File: src/rtl/ssp_pkg.sv
// Shared SSP constants used by the receive and transmit FIFOs.
package ssp_pkg;

  localparam int SSP_DATA_W     = 8;
  localparam int SSP_FIFO_DEPTH = 4;

  typedef logic [SSP_DATA_W-1:0] ssp_byte_t;

endpackage

File: src/rtl/ssp_fifo_mem.sv
// FIFO storage: register array, one synchronous write port, one combinational read port.
module ssp_fifo_mem #(
  parameter int WIDTH = 8,
  parameter int DEPTH = 4
) (
  input  logic                     clk,
  input  logic                     clear_b,
  input  logic                     wr_en,
  input  logic [$clog2(DEPTH)-1:0] wr_addr,
  input  logic [WIDTH-1:0]         wr_data,
  input  logic [$clog2(DEPTH)-1:0] rd_addr,
  output logic [WIDTH-1:0]         rd_data
);

  localparam int AW = $clog2(DEPTH);

  logic [WIDTH-1:0] entry_q [DEPTH];

  // Each entry is its own register so clearing and writing stay per-slot.
  for (genvar gi = 0; gi < DEPTH; gi++) begin : g_entry
    logic [WIDTH-1:0] entry_reg;

    always_ff @(posedge clk) begin
      if (!clear_b) begin
        entry_reg <= '0;
      end else if (wr_en && (wr_addr == AW'(gi))) begin
        entry_reg <= wr_data;
      end
    end

    assign entry_q[gi] = entry_reg;
  end

  assign rd_data = entry_q[rd_addr];

endmodule

File: src/rtl/ssp_rxfifo.sv
// SSP receive FIFO: bytes pushed by rx_valid, popped once per APB read onto a registered PRDATA.
module ssp_rxfifo
  import ssp_pkg::*;
#(
  parameter int WIDTH = SSP_DATA_W,
  parameter int DEPTH = SSP_FIFO_DEPTH
) (
  input  logic             PCLK,
  input  logic             CLEAR_B,
  input  logic             PSEL,
  input  logic             PWRITE,
  input  logic [WIDTH-1:0] RxData,
  input  logic             rx_valid,
  output logic [WIDTH-1:0] PRDATA,
  output logic             rx_empty,
  output logic             SSPRXINTR,
  output logic             rx_overrun
);

  localparam int AW = $clog2(DEPTH);
  localparam int CW = AW + 1;
  localparam logic [CW-1:0] FULL_COUNT = CW'(DEPTH);

  logic [AW-1:0]    wr_ptr_reg, wr_ptr_next;
  logic [AW-1:0]    rd_ptr_reg, rd_ptr_next;
  logic [CW-1:0]    count_reg, count_next;
  logic [WIDTH-1:0] prdata_reg, prdata_next;
  logic             overrun_reg, overrun_next;
  logic             empty_reg, full_reg, rd_hist_reg;
  logic             rd_access, rd_req, pop, push;
  logic [WIDTH-1:0] mem_rd_data;

  // A held PSEL only counts once: the request is the rising edge of a read access.
  assign rd_access = PSEL & ~PWRITE;
  assign rd_req    = rd_access & ~rd_hist_reg;
  assign pop       = rd_req & (count_reg != '0);
  assign push      = rx_valid & ((count_reg != FULL_COUNT) | pop);

  always_comb begin
    wr_ptr_next  = wr_ptr_reg;
    rd_ptr_next  = rd_ptr_reg;
    count_next   = count_reg;
    prdata_next  = prdata_reg;
    overrun_next = overrun_reg;

    if (push) wr_ptr_next = wr_ptr_reg + 1'b1;
    if (pop)  rd_ptr_next = rd_ptr_reg + 1'b1;

    case ({push, pop})
      2'b10:   count_next = count_reg + 1'b1;
      2'b01:   count_next = count_reg - 1'b1;
      default: count_next = count_reg;
    endcase

    // No bypass: an empty read returns zero even if a byte arrives this cycle.
    if (rd_req) prdata_next = pop ? mem_rd_data : '0;

    if (pop)                  overrun_next = 1'b0;
    else if (rx_valid & ~push) overrun_next = 1'b1;
  end

  always_ff @(posedge PCLK) begin
    if (!CLEAR_B) begin
      wr_ptr_reg  <= '0;
      rd_ptr_reg  <= '0;
      count_reg   <= '0;
      prdata_reg  <= '0;
      overrun_reg <= 1'b0;
      empty_reg   <= 1'b1;
      full_reg    <= 1'b0;
      rd_hist_reg <= 1'b0;
    end else begin
      wr_ptr_reg  <= wr_ptr_next;
      rd_ptr_reg  <= rd_ptr_next;
      count_reg   <= count_next;
      prdata_reg  <= prdata_next;
      overrun_reg <= overrun_next;
      empty_reg   <= (count_next == '0);
      full_reg    <= (count_next == FULL_COUNT);
      rd_hist_reg <= rd_access;
    end
  end

  ssp_fifo_mem #(
    .WIDTH (WIDTH),
    .DEPTH (DEPTH)
  ) u_mem (
    .clk     (PCLK),
    .clear_b (CLEAR_B),
    .wr_en   (push),
    .wr_addr (wr_ptr_reg),
    .wr_data (RxData),
    .rd_addr (rd_ptr_reg),
    .rd_data (mem_rd_data)
  );

  assign PRDATA     = prdata_reg;
  assign rx_empty   = empty_reg;
  assign SSPRXINTR  = full_reg;
  assign rx_overrun = overrun_reg;

endmodule

File: config.mk
export PLATFORM = sky130hd
export DESIGN_NAME = ssp_rxfifo
export DESIGN_NICKNAME = d
export VERILOG_FILES = /design/src/rtl/ssp_pkg.sv /design/src/rtl/ssp_fifo_mem.sv /design/src/rtl/ssp_rxfifo.sv
export SDC_FILE = /design/constraint.sdc
export NUM_CORES = 1
export LEC_CHECK = 0
export BUFFER_PORTS_ARGS = -buffer_cell sky130_fd_sc_hd__buf_2
export CORE_MARGIN = 2
export CORE_UTILIZATION = 50
export CTS_CLUSTER_DIAMETER = 120
export DETAILED_ROUTE_END_ITERATION = 10
export GPL_ROUTABILITY_DRIVEN = 0
export PLACE_DENSITY = 0.72
export SETUP_SLACK_MARGIN = 0.1
export SYNTH_ARGS = -nofsm -noshare
export SYNTH_HDL_FRONTEND = slang
export SYNTH_SLANG_ARGS = --single-unit
File: constraint.sdc
create_clock -name PCLK -period 5.7 [get_ports PCLK]
set_clock_uncertainty 0.1 [all_clocks]
set_input_delay 0.57 -clock PCLK [delete_from_list [all_inputs] [get_ports PCLK]]
set_output_delay 0.57 -clock PCLK [all_outputs]
set_load 0.005 [all_outputs]
# Word-level counts from Yosys, hierarchy flattened
# Index checks and enable logic that the tools add are counted.
[word_totals] ff_bits=51 inputBits=13 out_inout_bits=11 wordCells=48
[classes] n_addsub=4 order_cmp=1 n_eq_ne=7 n_mux=5 n_bitwise=11 reduce_logical=8
[ops] cell="2-to-1 mux 8 bit" count=3
[ops] cell="binary-select mux 8 bit (select 2 bit)" count=1
[ops] cell="== test 2 bit, second input constant" count=3
[ops] cell="case mux 3 bit (2 select lines)" count=1
[ops] cell="bitwise AND 1 bit" count=5
[ops] cell="adder 2 x 1 -> 2 bit, second input constant" count=2
[ops] cell="== test 2 x 1 -> 1 bit, second input constant" count=2
[ops] cell="logical AND 1 bit" count=4
[ops] cell="NOT 1 bit" count=4
[ops] cell="adder 3 x 1 -> 3 bit, second input constant" count=1
[ops] cell="== test 3 bit, second input constant" count=1
[ops] cell="greater-or-equal comparator 3 bit, second input constant" count=1
[ops] cell="logical NOT 3 bit" count=1
[ops] cell="!= test 3 bit, second input constant" count=1
[ops] cell="NOT 2 -> 3 bit" count=1
[ops] cell="nonzero test 3 bit" count=1
[ops] cell="subtractor 3 x 1 -> 3 bit, second input constant" count=1
[ops] cell="logical NOT 2 bit" count=1
[ops] cell="OR reduction 2 bit" count=1
[ops] cell="OR 1 bit" count=1

# Logic depth before layout (Yosys ltp)
[logic_depth] ltp_word=9 depth_mapped=8 mapped_depth_nobuf=7

# Modules after synthesis
# From an unflattened synthesis, not the netlist that was laid out.
[hier_totals] hier_cells=218 hier_area_um2=2234.6
[by_module_without_submodules] mod="ssp_fifo_mem" n_inst=1 cells_each=125 area_each_um2=1366.3 seq_area_each_um2=640.6
[by_module_without_submodules] mod="ssp_rxfifo" n_inst=1 cells_each=93 area_each_um2=868.3 seq_area_each_um2=380.4

# Worst setup path before layout
# OpenSTA, ideal clock, no wires.
[synth_timing] path_type="input port to flip-flop" from="input port PWRITE" to="register full_reg, in the netlist SSPRXINTR" setup_time_ns=0.121 arrival_ns=2.837 t_required_ns=5.479 setup_slack_ns=2.642 stages=8 n_path_buf=1 cell_sequence="or3b_1 > buf_2 > or3_4 > fa_1 > nand2b_1 > o221a_2 > o41a_1 > nor2b_1"
[synth_between] elab_chain_cells=9 word_cells_on_any_way=10 cone_classes="eq/ne: 3; mux: 1; bitwise: 6"
[synth_rtl] item="start, declared" line_no="ssp_rxfifo.sv:11" rtl="input logic PWRITE,"
[synth_rtl] item="NOT 1 bit (*)" line_no="ssp_rxfifo.sv:34" rtl="assign rd_access = PSEL & ~PWRITE;"
[synth_rtl] item="bitwise AND 1 bit (*)" line_no="ssp_rxfifo.sv:34"
[synth_rtl] item="bitwise AND 1 bit (*)" line_no="ssp_rxfifo.sv:35" rtl="assign rd_req = rd_access & ~rd_hist_reg;"
[synth_rtl] item="bitwise AND 1 bit (*)" line_no="ssp_rxfifo.sv:36" rtl="assign pop = rd_req & (count_reg != '0);"
[synth_rtl] item="OR 1 bit" line_no="ssp_rxfifo.sv:37" rtl="assign push = rx_valid & ((count_reg != FULL_COUNT) | pop);"
[synth_rtl] item="bitwise AND 1 bit" line_no="ssp_rxfifo.sv:37"
[synth_rtl] item="== test 2 x 1 -> 1 bit / == test 2 bit (equally long branches)" line_no="ssp_rxfifo.sv:49" rtl="case ({push, pop})"
[synth_rtl] item="case mux 3 bit (2 select lines) (*)" line_no="ssp_rxfifo.sv:49"
[synth_rtl] item="== test 3 bit (*)" line_no="ssp_rxfifo.sv:79" rtl="full_reg <= (count_next == FULL_COUNT);"
[synth_rtl] item="end signal, assigned" line_no="ssp_rxfifo.sv:79"
[synth_rtl] item="end, declared" line_no="ssp_rxfifo.sv:29" rtl="logic empty_reg, full_reg, rd_hist_reg;"
# Mark *: on every way between the ends. The rest lies on a longest branch, timed or not.
# A chain may end at the register's enable or synchronous reset.

# Final worst setup path
# Ends and elaborated chain as after synthesis.

==> flow_metrics.py <==
metrics = {
    "outcome": {
        "status": "completed",
    },
    "logic_synthesis": {
        "yosysTopAreaCellShare_pct": 46.28,
        "ys_ff_latch": 51,
        "synthArstFlopShare_pct": 0,
        "synthAdderAreaFrac_pct": 3.176,
        "synthDistinctLibCells": 38,
        "synth_compound_area_share_pct": 15.37,
        "synth_ff_type": "dfxtp_1",
        "yosys.area_share.simple_pct": 19.74,
        "synth_xor_area_share_pct": 1.588,
        "yosys-top-cells-area": "dfxtp_1, mux4_2, nand3_1",
        "postSynthCellCount": 222,
        "synth_top_family_by_area": "simple AND/OR/NAND/NOR gates",
        "post-synth-top-area-cell": "dfxtp_1",
        "seq_area_frac_synth_pct": 46.28,
        "syn_nets": 240,
        "synthTopCellsByCount": "dfxtp_1, nand3_1, o21ai_0, nor2b_1",
        "post-synth-top-count-cell": "dfxtp_1",
        "synth_enable_flop_cells": 0,
        "synth.cell_area_um2": 2206,
        "ys_warn_count": 0,
        "synth.avg_cell_area_um2": 9.936,
        "muxShareOfSynthArea_pct": 9.529,
    },
    "power_and_ir_drop": {
        "p_int_mw": 0.5948,
        "switching_share_pct": 23.85,
        "cellLeakagePower_nw": 0.9099,
        "clkPwrFrac_pct": 37.2,
        "power_density_nw_per_um2": 319.3,
        "combPwrFrac_pct": 12.3,
        "p_switching_mw": 0.1863,
        "pwr-share-seq_pct": 50.5,
        "vdd_drop_max_mv": 0.1821,
    },
    "setup_path": {
        "crit_path_top_delay_cell": "or3b_1",
        "path_buf_inv": 1,
        "max_stage_delay_ps": 610,
        "worst-setup-path-type": "primary input to flop",
        "path_cells": "buf_2, or3b_1, or3_4, fa_1, nand2b_1, o221a_2, o41a_1, nor2b_1",
        "critical_path.max_fanout": 17,
        "critPathCaptureType": "flop",
        "path_delay_family": "simple AND/OR/NAND/NOR gates",
        "critPathRequiredTime_ps": 5790,
        "worst_setup_path_start_kind": "primary input",
        "critPathArrivalTime_ps": 3240,
    },
    "floorplanning": {
        "dieArea_um2": 4959,
        "die_w_um": 70.42,
        "core_um2": 4294,
        "row_count": 24,
        "die_h_um": 70.42,
        "initial_core_util_pct": 51.37,
        "io_pins": 24,
    },
    "clock_network": {
        "post-cts-setup-buffer-count": 0,
        "clk_pin_slew_ps": 90,
        "cts-root-buf": "clkbuf_8",
        "cts_resized": 0,
        "cts_made_buffers": 5,
        "cts_buffer_depth": 2,
        "cts_sinks": 51,
        "cts_max_level": 2,
        "clock_latency_ps": 300,
        "cts_tree": "done",
        "ctsHoldBuffers": 0,
    },
    "min_path": {
        "hold_class": "flop to flop",
    },
    "global_routing": {
        "grtUsageTotal_pct": 17.39,
        "antenna_found_initial": 0,
        "grt_overflow": 0,
        "grt_max_degree": 61,
        "grt_pass1_wl_mm": 6.782,
        "grt_pass1_vias": 1436,
    },
    "layout": {
        "antenna_cells": 0,
        "drive_above_1_share_pct": 20.25,
        "largest_reg_flops": 32,
        "layout.nets": 254,
        "area.growth.synth_to_final_pct": 10.89,
        "multi_input_area_um2": 1090,
        "seq_area_um2": 1021,
        "post-route-util_pct": 56.96,
        "fin_cells": 289,
        "final_cell_area_um2": 2446,
        "nFillCells": 396,
    },
    "detailed_routing": {
        "drt-pass1-iter-count": 4,
        "vias": 1611,
        "via_per_inst": 5.574,
        "drt-initial-drc-count": 136,
        "ant_nets": 0,
        "wl_mm": 4.006,
        "drc": 0,
        "wire_per_inst_um": 13.86,
    },
    "timing": {
        "worst_slew_pin_slew_ps": 652.6,
        "finalHoldViolations": 0,
        "setup_violations": 0,
        "fin_ws_ps": 2550,
        "clock.fmax_ghz": 0.3175,
        "maxSlewHeadroom_pct": 56.37,
        "rsz0062_at_grt": "no",
        "finalMaxSlewViolations": 0,
        "fin_crit_sh_pct": 55.26,
        "totalNegativeSetupSlack_ps": 0,
        "fin_crit_ps": 3150,
    },
    "place": {
        "preCtsSetupSlack_ps": 2244,
        "dp_hpwl_mm": 2.618,
        "numPortBuffers": 23,
        "place_area_um2": 2313,
        "post-place-cells": 281,
    },
    "flow_run": {
        "drv_cap": 0,
    },
}
## worst min-delay path: stages, from the launching register on
cell	delay, ps
dfxtp_1	320
nand3_1	50
o21ai_0	60
## routing by layer
layer	GRT usage (%)	part of all wire, %
met4	5.769	0.87
met2	28.20	47
met5	0	0
met3	3.896	3.9
met1	22.97	49
## cell families after synthesis
family,Yosys count
muxes,11
xor gates and xnor gates,4
buffers and inverters,21
AOI/OAI and AO/OA,53
adders and majority gates,5
and+or+nand+nor,77
DFF,51
## stage by stage
step	power, mW	hold WS (ps)
finish	0.7811	376.0
global route	0.8125	394.6
CTS	0.7859	379.3
detailed placement	0.4990	359.5
global placement	0.4977	349.3
floorplan	0.4767	338.3
## layout by cell type (no fill, tap or decap), types with 4 or more instances in the layout
cell type,netlist,layout
inv_1,4,4
nand3_1,33,33
nand2_1,11,11
o211ai_2,4,4
dfxtp_1,51,51
nor2b_1,12,12
clkbuf_8,0,5
buf_2,1,23
a22oi_1,8,8
ha_1,4,4
mux4_2,8,8
o21ai_0,33,33
## final timing paths
| check | to | startpoint | cells past startpoint | slack (ps) |
|---|---|---|---|---|
| max | SSPRXINTR | PWRITE | 8 | 2550 |
| min | u_mem.g_entry[0].entry_reg[7] | u_mem.g_entry[0].entry_reg[7] | 2 | 380 |
| min reg2reg | u_mem.g_entry[0].entry_reg[7] | u_mem.g_entry[0].entry_reg[7] | 2 | 380 |
| max reg2reg | SSPRXINTR | rd_hist_reg | 7 | 2630 |
## final cells by class
type | instances | share of cell area [%]
multi-input cells | 150 | 44.55
clock buffers | 6 | 2.967
well taps | 52 | 2.660
repair buffers | 24 | 5.013
inverters | 4 | 0.6138
flip-flops and latches | 51 | 41.74
clock inverters | 2 | 2.455
## power groups by stage
stage	combinational (mW)	sequential, mW	clock, mW
detailed placement	0.0962	0.403	0
global route	0.109	0.398	0.305
finish	0.0960	0.395	0.290
global placement	0.0952	0.402	0
floorplan	0.0824	0.394	0
CTS	0.0969	0.395	0.294
Power figures use the tool's default switching activity.
